<file path="src/rtl/mips_ctrl_pkg.sv">
// Shared encodings for the multicycle MIPS control unit and its datapath.
package mips_ctrl_pkg;

  typedef enum logic [3:0] {
    S_FETCH   = 4'd0,
    S_DECODE  = 4'd1,
    S_MEMADR  = 4'd2,
    S_MEMRD   = 4'd3,
    S_MEMWB   = 4'd4,
    S_MEMWR   = 4'd5,
    S_EXECUTE = 4'd6,
    S_ALUWB   = 4'd7,
    S_BRANCH  = 4'd8,
    S_JUMP    = 4'd9,
    S_ADDIEX  = 4'd10,
    S_ADDIWB  = 4'd11,
    S_HALT    = 4'd12
  } state_t;

  localparam logic [5:0] OP_R    = 6'h00;
  localparam logic [5:0] OP_LW   = 6'h23;
  localparam logic [5:0] OP_SW   = 6'h2B;
  localparam logic [5:0] OP_BEQ  = 6'h04;
  localparam logic [5:0] OP_J    = 6'h02;
  localparam logic [5:0] OP_ADDI = 6'h08;

  localparam logic [1:0] ALUOP_ADD   = 2'b00;
  localparam logic [1:0] ALUOP_SUB   = 2'b01;
  localparam logic [1:0] ALUOP_FUNCT = 2'b10;

  localparam logic [1:0] SRCB_B     = 2'b00;
  localparam logic [1:0] SRCB_FOUR  = 2'b01;
  localparam logic [1:0] SRCB_IMM   = 2'b10;
  localparam logic [1:0] SRCB_IMMSH = 2'b11;

  localparam logic [1:0] PCSRC_ALU    = 2'b00;
  localparam logic [1:0] PCSRC_ALUOUT = 2'b01;
  localparam logic [1:0] PCSRC_JUMP   = 2'b10;

  typedef struct packed {
    logic       pc_write_cond;
    logic       pc_write;
    logic       i_or_d;
    logic       mem_to_reg;
    logic       ir_write;
    logic       reg_write;
    logic       reg_dst;
    logic       alu_src_a;
    logic       mem_read;
    logic       mem_write;
    logic [1:0] pc_source;
    logic [1:0] alu_src_b;
    logic [1:0] alu_op;
    logic       halted;
  } ctrl_t;

endpackage

</file>
<file path="src/rtl/ctrl_out_decode.sv">
// Pure state-to-control decode; Moore outputs depend on state only.
// ADDIEX/ADDIWB decode exists only when MIPS_CTRL_ADDI_EN is defined.
module ctrl_out_decode
  import mips_ctrl_pkg::*;
(
  input  state_t state,
  output ctrl_t  ctrl
);

  always_comb begin
    ctrl = '0;
    case (state)
      S_FETCH: begin
        ctrl.mem_read  = 1'b1;
        ctrl.ir_write  = 1'b1;
        ctrl.pc_write  = 1'b1;
        ctrl.alu_src_b = SRCB_FOUR;
        ctrl.alu_op    = ALUOP_ADD;
        ctrl.pc_source = PCSRC_ALU;
      end
      S_DECODE: ctrl.alu_src_b = SRCB_IMMSH;
      S_MEMADR: begin
        ctrl.alu_src_a = 1'b1;
        ctrl.alu_src_b = SRCB_IMM;
      end
      S_MEMRD: begin
        ctrl.mem_read = 1'b1;
        ctrl.i_or_d   = 1'b1;
      end
      S_MEMWB: begin
        ctrl.reg_write  = 1'b1;
        ctrl.mem_to_reg = 1'b1;
      end
      S_MEMWR: begin
        ctrl.mem_write = 1'b1;
        ctrl.i_or_d    = 1'b1;
      end
      S_EXECUTE: begin
        ctrl.alu_src_a = 1'b1;
        ctrl.alu_src_b = SRCB_B;
        ctrl.alu_op    = ALUOP_FUNCT;
      end
      S_ALUWB: begin
        ctrl.reg_write = 1'b1;
        ctrl.reg_dst   = 1'b1;
      end
      S_BRANCH: begin
        ctrl.alu_src_a     = 1'b1;
        ctrl.alu_op        = ALUOP_SUB;
        ctrl.pc_write_cond = 1'b1;
        ctrl.pc_source     = PCSRC_ALUOUT;
      end
      S_JUMP: begin
        ctrl.pc_write  = 1'b1;
        ctrl.pc_source = PCSRC_JUMP;
      end
`ifdef MIPS_CTRL_ADDI_EN
      S_ADDIEX: begin
        ctrl.alu_src_a = 1'b1;
        ctrl.alu_src_b = SRCB_IMM;
      end
      S_ADDIWB: ctrl.reg_write = 1'b1;
`endif
      S_HALT: ctrl.halted = 1'b1;
      default: ;
    endcase
  end

endmodule

</file>
<file path="src/rtl/multicycle_control.sv">
// Multicycle MIPS control FSM with fetched-instruction counter.
// Optional ADDI support is enabled by defining MIPS_CTRL_ADDI_EN.
module multicycle_control
  import mips_ctrl_pkg::*;
#(
  parameter int unsigned HALT_ON_ILLEGAL = 0
) (
  input  logic        clk,
  input  logic        reset,
  input  logic [5:0]  op,
  output logic        PCWriteCond,
  output logic        PCWrite,
  output logic        IorD,
  output logic        MemToReg,
  output logic        IRWrite,
  output logic        RegWrite,
  output logic        RegDst,
  output logic        ALUSrcA,
  output logic        MemRead,
  output logic        MemWrite,
  output logic [1:0]  PCSource,
  output logic [1:0]  ALUSrcB,
  output logic [1:0]  ALUOp,
  output logic [3:0]  state,
  output logic        halted,
  output logic [31:0] instr_count
);

  localparam state_t ILLEGAL_NEXT = (HALT_ON_ILLEGAL != 0) ? S_HALT : S_FETCH;

  state_t      state_reg;
  logic [31:0] count_reg;
  state_t      decode_state;
  ctrl_t       ctrl;

  always_ff @(posedge clk) begin
    if (reset) begin
      state_reg <= S_FETCH;
      count_reg <= '0;
    end else begin
      case (state_reg)
        S_FETCH: begin
          state_reg <= S_DECODE;
          count_reg <= count_reg + 32'd1;
        end
        S_DECODE: begin
          case (op)
            OP_LW, OP_SW: state_reg <= S_MEMADR;
            OP_R:         state_reg <= S_EXECUTE;
            OP_BEQ:       state_reg <= S_BRANCH;
            OP_J:         state_reg <= S_JUMP;
`ifdef MIPS_CTRL_ADDI_EN
            OP_ADDI:      state_reg <= S_ADDIEX;
`endif
            default:      state_reg <= ILLEGAL_NEXT;
          endcase
        end
        S_MEMADR:  state_reg <= (op == OP_LW) ? S_MEMRD : S_MEMWR;
        S_MEMRD:   state_reg <= S_MEMWB;
        S_EXECUTE: state_reg <= S_ALUWB;
`ifdef MIPS_CTRL_ADDI_EN
        S_ADDIEX:  state_reg <= S_ADDIWB;
`endif
        S_HALT:    state_reg <= S_HALT;
        default:   state_reg <= S_FETCH;
      endcase
    end
  end

  // While reset is held the outputs look like a FETCH with every enable suppressed.
  assign decode_state = reset ? S_FETCH : state_reg;

  ctrl_out_decode u_decode (
    .state (decode_state),
    .ctrl  (ctrl)
  );

  assign PCWriteCond = ctrl.pc_write_cond & ~reset;
  assign PCWrite     = ctrl.pc_write & ~reset;
  assign IRWrite     = ctrl.ir_write & ~reset;
  assign RegWrite    = ctrl.reg_write & ~reset;
  assign MemRead     = ctrl.mem_read & ~reset;
  assign MemWrite    = ctrl.mem_write & ~reset;
  assign IorD        = ctrl.i_or_d;
  assign MemToReg    = ctrl.mem_to_reg;
  assign RegDst      = ctrl.reg_dst;
  assign ALUSrcA     = ctrl.alu_src_a;
  assign PCSource    = ctrl.pc_source;
  assign ALUSrcB     = ctrl.alu_src_b;
  assign ALUOp       = ctrl.alu_op;
  assign halted      = ctrl.halted;
  assign state       = state_reg;
  assign instr_count = count_reg;

endmodule

</file>
<file path="config.mk">
export PLATFORM = sky130hd
export DESIGN_NAME = multicycle_control
export DESIGN_NICKNAME = d
export VERILOG_FILES = /design/src/rtl/mips_ctrl_pkg.sv /design/src/rtl/ctrl_out_decode.sv /design/src/rtl/multicycle_control.sv
export SDC_FILE = /design/constraint.sdc
export NUM_CORES = 1
export LEC_CHECK = 0
export CORE_UTILIZATION = 28
export DETAILED_ROUTE_END_ITERATION = 12
export PLACE_DENSITY = 0.52
export SLEW_MARGIN = 20
export SYNTH_ARGS = -nofsm -noshare
export SYNTH_HDL_FRONTEND = slang
export SYNTH_SLANG_ARGS = --single-unit
</file>
<file path="constraint.sdc">
create_clock -name clk -period 3.4 [get_ports clk]
set_clock_uncertainty 0.05 [all_clocks]
set_input_delay 0.68 -clock clk [delete_from_list [all_inputs] [get_ports clk]]
set_output_delay 0.68 -clock clk [all_outputs]
set_load 0.01 [all_outputs]
</file>
# Word-level counts from Yosys, hierarchy flattened
# Cells that the tools add are included.
[classes] add_sub_neg=1 mul=0 div_mod_pow=0 n_lt_le_gt_ge=0 n_eq_ne=19 shifts=0 n_mux=18 n_bitwise=7 n_reduce_logical=9
[ops] operator="$add 32x1->32 const B" count=1
[ops] operator="$pmux 4 s6" count=1
[ops] operator="$eq 4x3->1 const B" count=5
[ops] operator="$eq 4x2->1 const B" count=4
[ops] operator="$eq 4x4->1 const B" count=4
[ops] operator="$pmux 4 s4" count=1
[ops] operator="$eq 6x6->1 const B" count=2
[ops] operator="$mux 1" count=11
[ops] operator="$reduce_or 2->1" count=5
[ops] operator="$eq 4x1->1 const B" count=2
[ops] operator="$logic_not 4->1" count=2
[ops] operator="$pmux 2 s2" count=2
[ops] operator="$and 1x1->1" count=6
[ops] operator="$eq 6x2->1 const B" count=1
[ops] operator="$eq 6x3->1 const B" count=1
[ops] operator="$logic_not 6->1" count=1
[ops] operator="$pmux 2 s3" count=1
[ops] operator="$mux 4" count=1
[ops] operator="$mux 3" count=1
[ops] operator="$reduce_or 3->1" count=1
[ops] operator="$not 1->1" count=1
[word_totals] ff_bits=36 latch_bits=0 mem_bits_rw=0 rom_bits=0 input_bits=8 wordCells=56 memories=0

# Longest topological paths before layout
[logic_depth] ltp_word=5 ltp_mapped=6 depth_no_buf=5

# Cells and area by module
# From an unflattened synthesis, not the netlist that was laid out.
[unflattened] cells_unflattened=258 area_unflattened_um2=2153.3
[by_module_without_submodules] mod="multicycle_control" instances=1 cells_per_inst=231 area_per_inst_um2=1946.9
[by_module_without_submodules] mod="ctrl_out_decode" instances=1 cells_per_inst=27 area_per_inst_um2=206.4

# Worst setup path after synthesis
# Ideal clock, no wire load.
[synth_timing] path_type="flip-flop to flip-flop" from="reg state_reg[0] (netlist: state[0])" to="reg count_reg[31] (netlist: instr_count[31])" arrival_time_ns=2.198 required_time_ns=3.229 slack_ns=1.031 path_stages_with_launch=7 synth_period_minus_slack_ns=2.369 path_cell_list="dfxtp_1 buf_6 or4_4 buf_2 or3_1 nor4_1 mux2_2"
[synth_between] elab_chain_len=1
[synth_rtl] element="start: declaration" line_no="multicycle_control.sv:31" rtl="state_t state_reg;"
[synth_rtl] element="start signal: assignment" line_no="multicycle_control.sv:58" rtl="S_MEMADR: state_reg <= (op == OP_LW) ? S_MEMRD : S_MEMWR;"
[synth_rtl] element="$logic_not 4->1" line_no="multicycle_control.sv:41" rtl="case (state_reg)"
[synth_rtl] element="end signal: assignment" line_no="multicycle_control.sv:44" rtl="count_reg <= count_reg + 32'd1;"
[synth_rtl] element="end: declaration" line_no="multicycle_control.sv:32" rtl="logic [31:0] count_reg;"
# No other way between the ends.
# A chain may end at the register's enable or synchronous reset.

# Worst setup path after layout
[layout_timing] from="in reset" to="out PCSource[0]"
[layout_between] elab_chain_len=3 word_cells_on_any_way=4 cone_classes="eq/ne (2); mux (2)"
[layout_rtl] element="start: declaration" line_no="multicycle_control.sv:9" rtl="input logic reset,"
[layout_rtl] element="$mux 4 (*)" line_no="multicycle_control.sv:71" rtl="assign decode_state = reset ? S_FETCH : state_reg;"
[layout_rtl] element="$eq 4x4->1" line_no="ctrl_out_decode.sv:12" rtl="case (state)"
[layout_rtl] element="$pmux 2 s2 (*)" line_no="ctrl_out_decode.sv:12"
[layout_rtl] element="end: declaration" line_no="multicycle_control.sv:21" rtl="output logic [1:0] PCSource,"
# Mark *: on every way between the ends. The rest lies on a longest branch, timed or not.

==> metrics <==
run status=complete, no violations; DIE AREA=7799 um2; Clock transition at path regs=0.08 ns; adder-cell share of the synthesized area=0.5999%; Hold Crit Class=flip-flop to flip-flop; H-tree depth=2; worst-margin pin slew=0.5934 ns; Initial Utilization=28.91%; Rows=31; Slew Viols, Final=0; Total Nets Final=325; FFs w/ async S/R, synth=0%; Clk pwr share=38.1%; final antenna-violating net count=0; post-CTS setup buffer count=0; gp weighted congestion=0.7912; Synth Register Bits=36; setup_tns=0 ns; I/O Buffers=60; post-synthesis sequential area ratio=34.55%; layout cells sized above 1=9.148%; hold_buf cts=0; combinational power share=10.0%; Layout area overhead=36.71%; P_int=0.0006310 W; Max VDD drop=0.0001831 V; complex-gate fraction of the synthesized area=14.28%; critical path's slowest cell=clkdlybuf4s50_1; post_cts resized=0; critical path class=primary input to output pin; final hold viol count=0; mux contribution to synthesized area=3.239%; NetSw=0.0002067 W; XOR/XNOR share of the synthesized area=4.619%; Hold Crit Endpoint=instr_count[21]$_SDFFE_PP0P_; clock root cell=clkbuf_8; DR WL/cell=13.59 um; Final HPWL DP=4001 um; Sw Ratio=24.68%; CTS tree=built; pin count of the biggest net entering global routing=39; diodes inserted=0; Leak=0.9163 nW; max reg flops=32; startpoint type of the worst setup path=primary input; Relative slew margins=60.39%; via count=2122; Mapped Nets=272; Via density=5.101; initial antenna violation count=0; # clock sinks=36; Hold Path Origin=instr_count[21]$_SDFFE_PP0P_; Post-Synth Simple-Gate Area=37.55%; Placement Setup Slack=0.3671 ns; Tmin final=3.023 ns; Worst R2R End=instr_count[24]$_SDFFE_PP0P_; RSZ-0062 raised after global routing=false; # IOs=61; crit path capture type=output pin; CP dominant cell by count=clkdlybuf4s50_1; Clock Tree Buf Depth=2; WHS Path Cells=2; post-route setup slack=0.3769 ns; CP peak stage delay=0.59 ns; cell area after synthesis=2086 um2; drt initial violations=71; Overflow after GRT=0; R2R Setup Slk=0.71 ns; GR Util All Layers=14.97%; Unique masters post-synth=45; Crit Path Max Fanout=7; Avg Synthesized Cell Area=7.931 um2; power per cell area=293.8 nW/um2; DRC viols=0; synth warn=0; Core Region=7214 um2; Max Fclk=0.3308 GHz; crit path cell chain=clkdlybuf4s50_1 -> nor2_1 -> nand2_1 -> nor3_1 -> clkdlybuf4s50_1; fin crit share=88.92%; worst path arrival time=2.29 ns; RR Startpoint=state[0]$_SDFF_PP0_; critical path required time=2.67 ns; worst skew pair latency=0.29 ns; endpoints failing setup=0; Mapped Cells=263; die span in y=88.31 um; CTS Buf Count=5; number of global-route vias before repair=1889; Pre-antenna DRT Iters=4; die width=88.31 um; main combinational cell family by area after synthesis=simple AND/OR/NAND/NOR gates; Max-Cap Viols=0; ys flop type=dfxtp_1; Post-Route WL=5653 um; depth of the most critical reg-to-reg path=5; EDFF count, synth=0; first-pass GRT wire length=9108 um; Seq pwr share=51.9%
==> per-stage QoR <==
stage / hold slack (ns) / area (um2) / util, % / std cells / power [W]
finish: 0.4400 / 2851 / 39.52 / 416 / 0.0008377
global route: 0.4930 / 2851 / 39.52 / 416 / 0.0008754
CTS: 0.4460 / 2851 / 39.52 / 416 / 0.0008521
detailed placement: 0.4349 / 2759 / 38.24 / 408 / 0.0005299
global placement: 0.4295 / 2759 / 38.24 / 408 / 0.0005299
floorplan: 0.4542 / 2086 / - / 263 / 0.0004898
==> metal layers <==
layer  up-vias  GRT usage (%)  part of all wire, %
met3         5          4.198                  6.3
li1       1074              -                    -
met4         0          3.959                  1.0
met2        60          24.55                   46
met5         -              0                    0
met1       983          19.33                   47
==> how the worst max path moves through the flow <==
stage          slack, ns  depth (start not counted)                 from                            to
6_report            0.38                          5                reset                   PCSource[0]
5_1_grt             0.24                          5                reset                      ALUOp[0]
4_1_cts             0.36                          4  state[0]$_SDFF_PP0_                       PCWrite
3_5_place_dp        0.37                          5                reset                   PCSource[0]
3_3_place_gp        0.37                          5                reset                   PCSource[0]
2_1_floorplan       1.03                          6  state[0]$_SDFF_PP0_  instr_count[31]$_SDFFE_PP0P_
==> worst max-delay path: cells and delay by family <==
family,cells,cell delay (ns)
buf+inv,2,1.10
simple gates,3,0.51
==> area by class of cell <==
type                       instances  area [um2]
sequential                        36       720.7
clock inverter                     2       10.01
multi-input combinational        204        1257
inverter                           3       11.26
tap                               99       123.9
fill                             783        4363
timing repair buffer              66       645.6
clock buffer                       6       82.58
==> cells in the mapped netlist (4+ instances only) <==
| library cell | instances | area share, % |
|---|---|---|
| and3_1 | 7 | 2.1 |
| xor2_1 | 8 | 3.4 |
| mux2_2 | 6 | 3.2 |
| nand3_1 | 15 | 3.6 |
| a21oi_1 | 21 | 5.0 |
| nand2_1 | 22 | 4.0 |
| nor3_1 | 5 | 1.2 |
| dfxtp_1 | 36 | 35 |
| o21ai_0 | 7 | 1.7 |
| buf_1 | 4 | 0.72 |
| o31ai_1 | 11 | 4.0 |
| or4_1 | 12 | 4.3 |
| nor2_1 | 28 | 5.0 |
| nor4_1 | 9 | 2.7 |
| clkbuf_1 | 11 | 2.0 |
| nor2b_1 | 7 | 2.1 |
| and4_1 | 5 | 2.1 |
| or3_1 | 8 | 2.4 |
==> cells by family (layout without fill, tap and decap cells) <==
| logic type | after synthesis | after routing |
|---|---|---|
| XOR/XNOR | 11 | 11 |
| flip-flops | 36 | 36 |
| adder cells (fa/ha/maj) | 1 | 1 |
| AND/OR/NAND/NOR | 138 | 138 |
| multiplexers | 6 | 6 |
| AO/OA/AOI/OAI | 48 | 48 |
| buffers and inverters | 23 | 77 |
==> power groups by stage <==
stage | Sequential [W] | Clock [W] | Combinational (W)
2_1_floorplan | 0.000444 | 0 | 0.0000458
3_3_place_gp | 0.000445 | 0 | 0.0000846
3_5_place_dp | 0.000445 | 0 | 0.0000846
4_1_cts | 0.000435 | 0.000332 | 0.0000851
5_1_grt | 0.000437 | 0.000346 | 0.0000928
6_report | 0.000435 | 0.000319 | 0.0000837
==> cells in the final DEF (no fill, tap or decap), drive strengths merged, types with 2 or more instances in the layout <==
cell and n:
a21oi 21, and3 7, and4 5, buf 6, clkbuf 6, clkdlybuf4s50 60, clkinv 2, dfxtp 36
inv 3, mux2 6, nand2 22, nand2b 3, nand3 15, nand3b 3, nand4 3, nor2 28
nor2b 7, nor3 5, nor4 10, o21ai 7, o31ai 11, or3 9, or3b 2, or4 14
xnor2 3, xor2 8
Note: power is estimated with default switching activity, not from simulation.
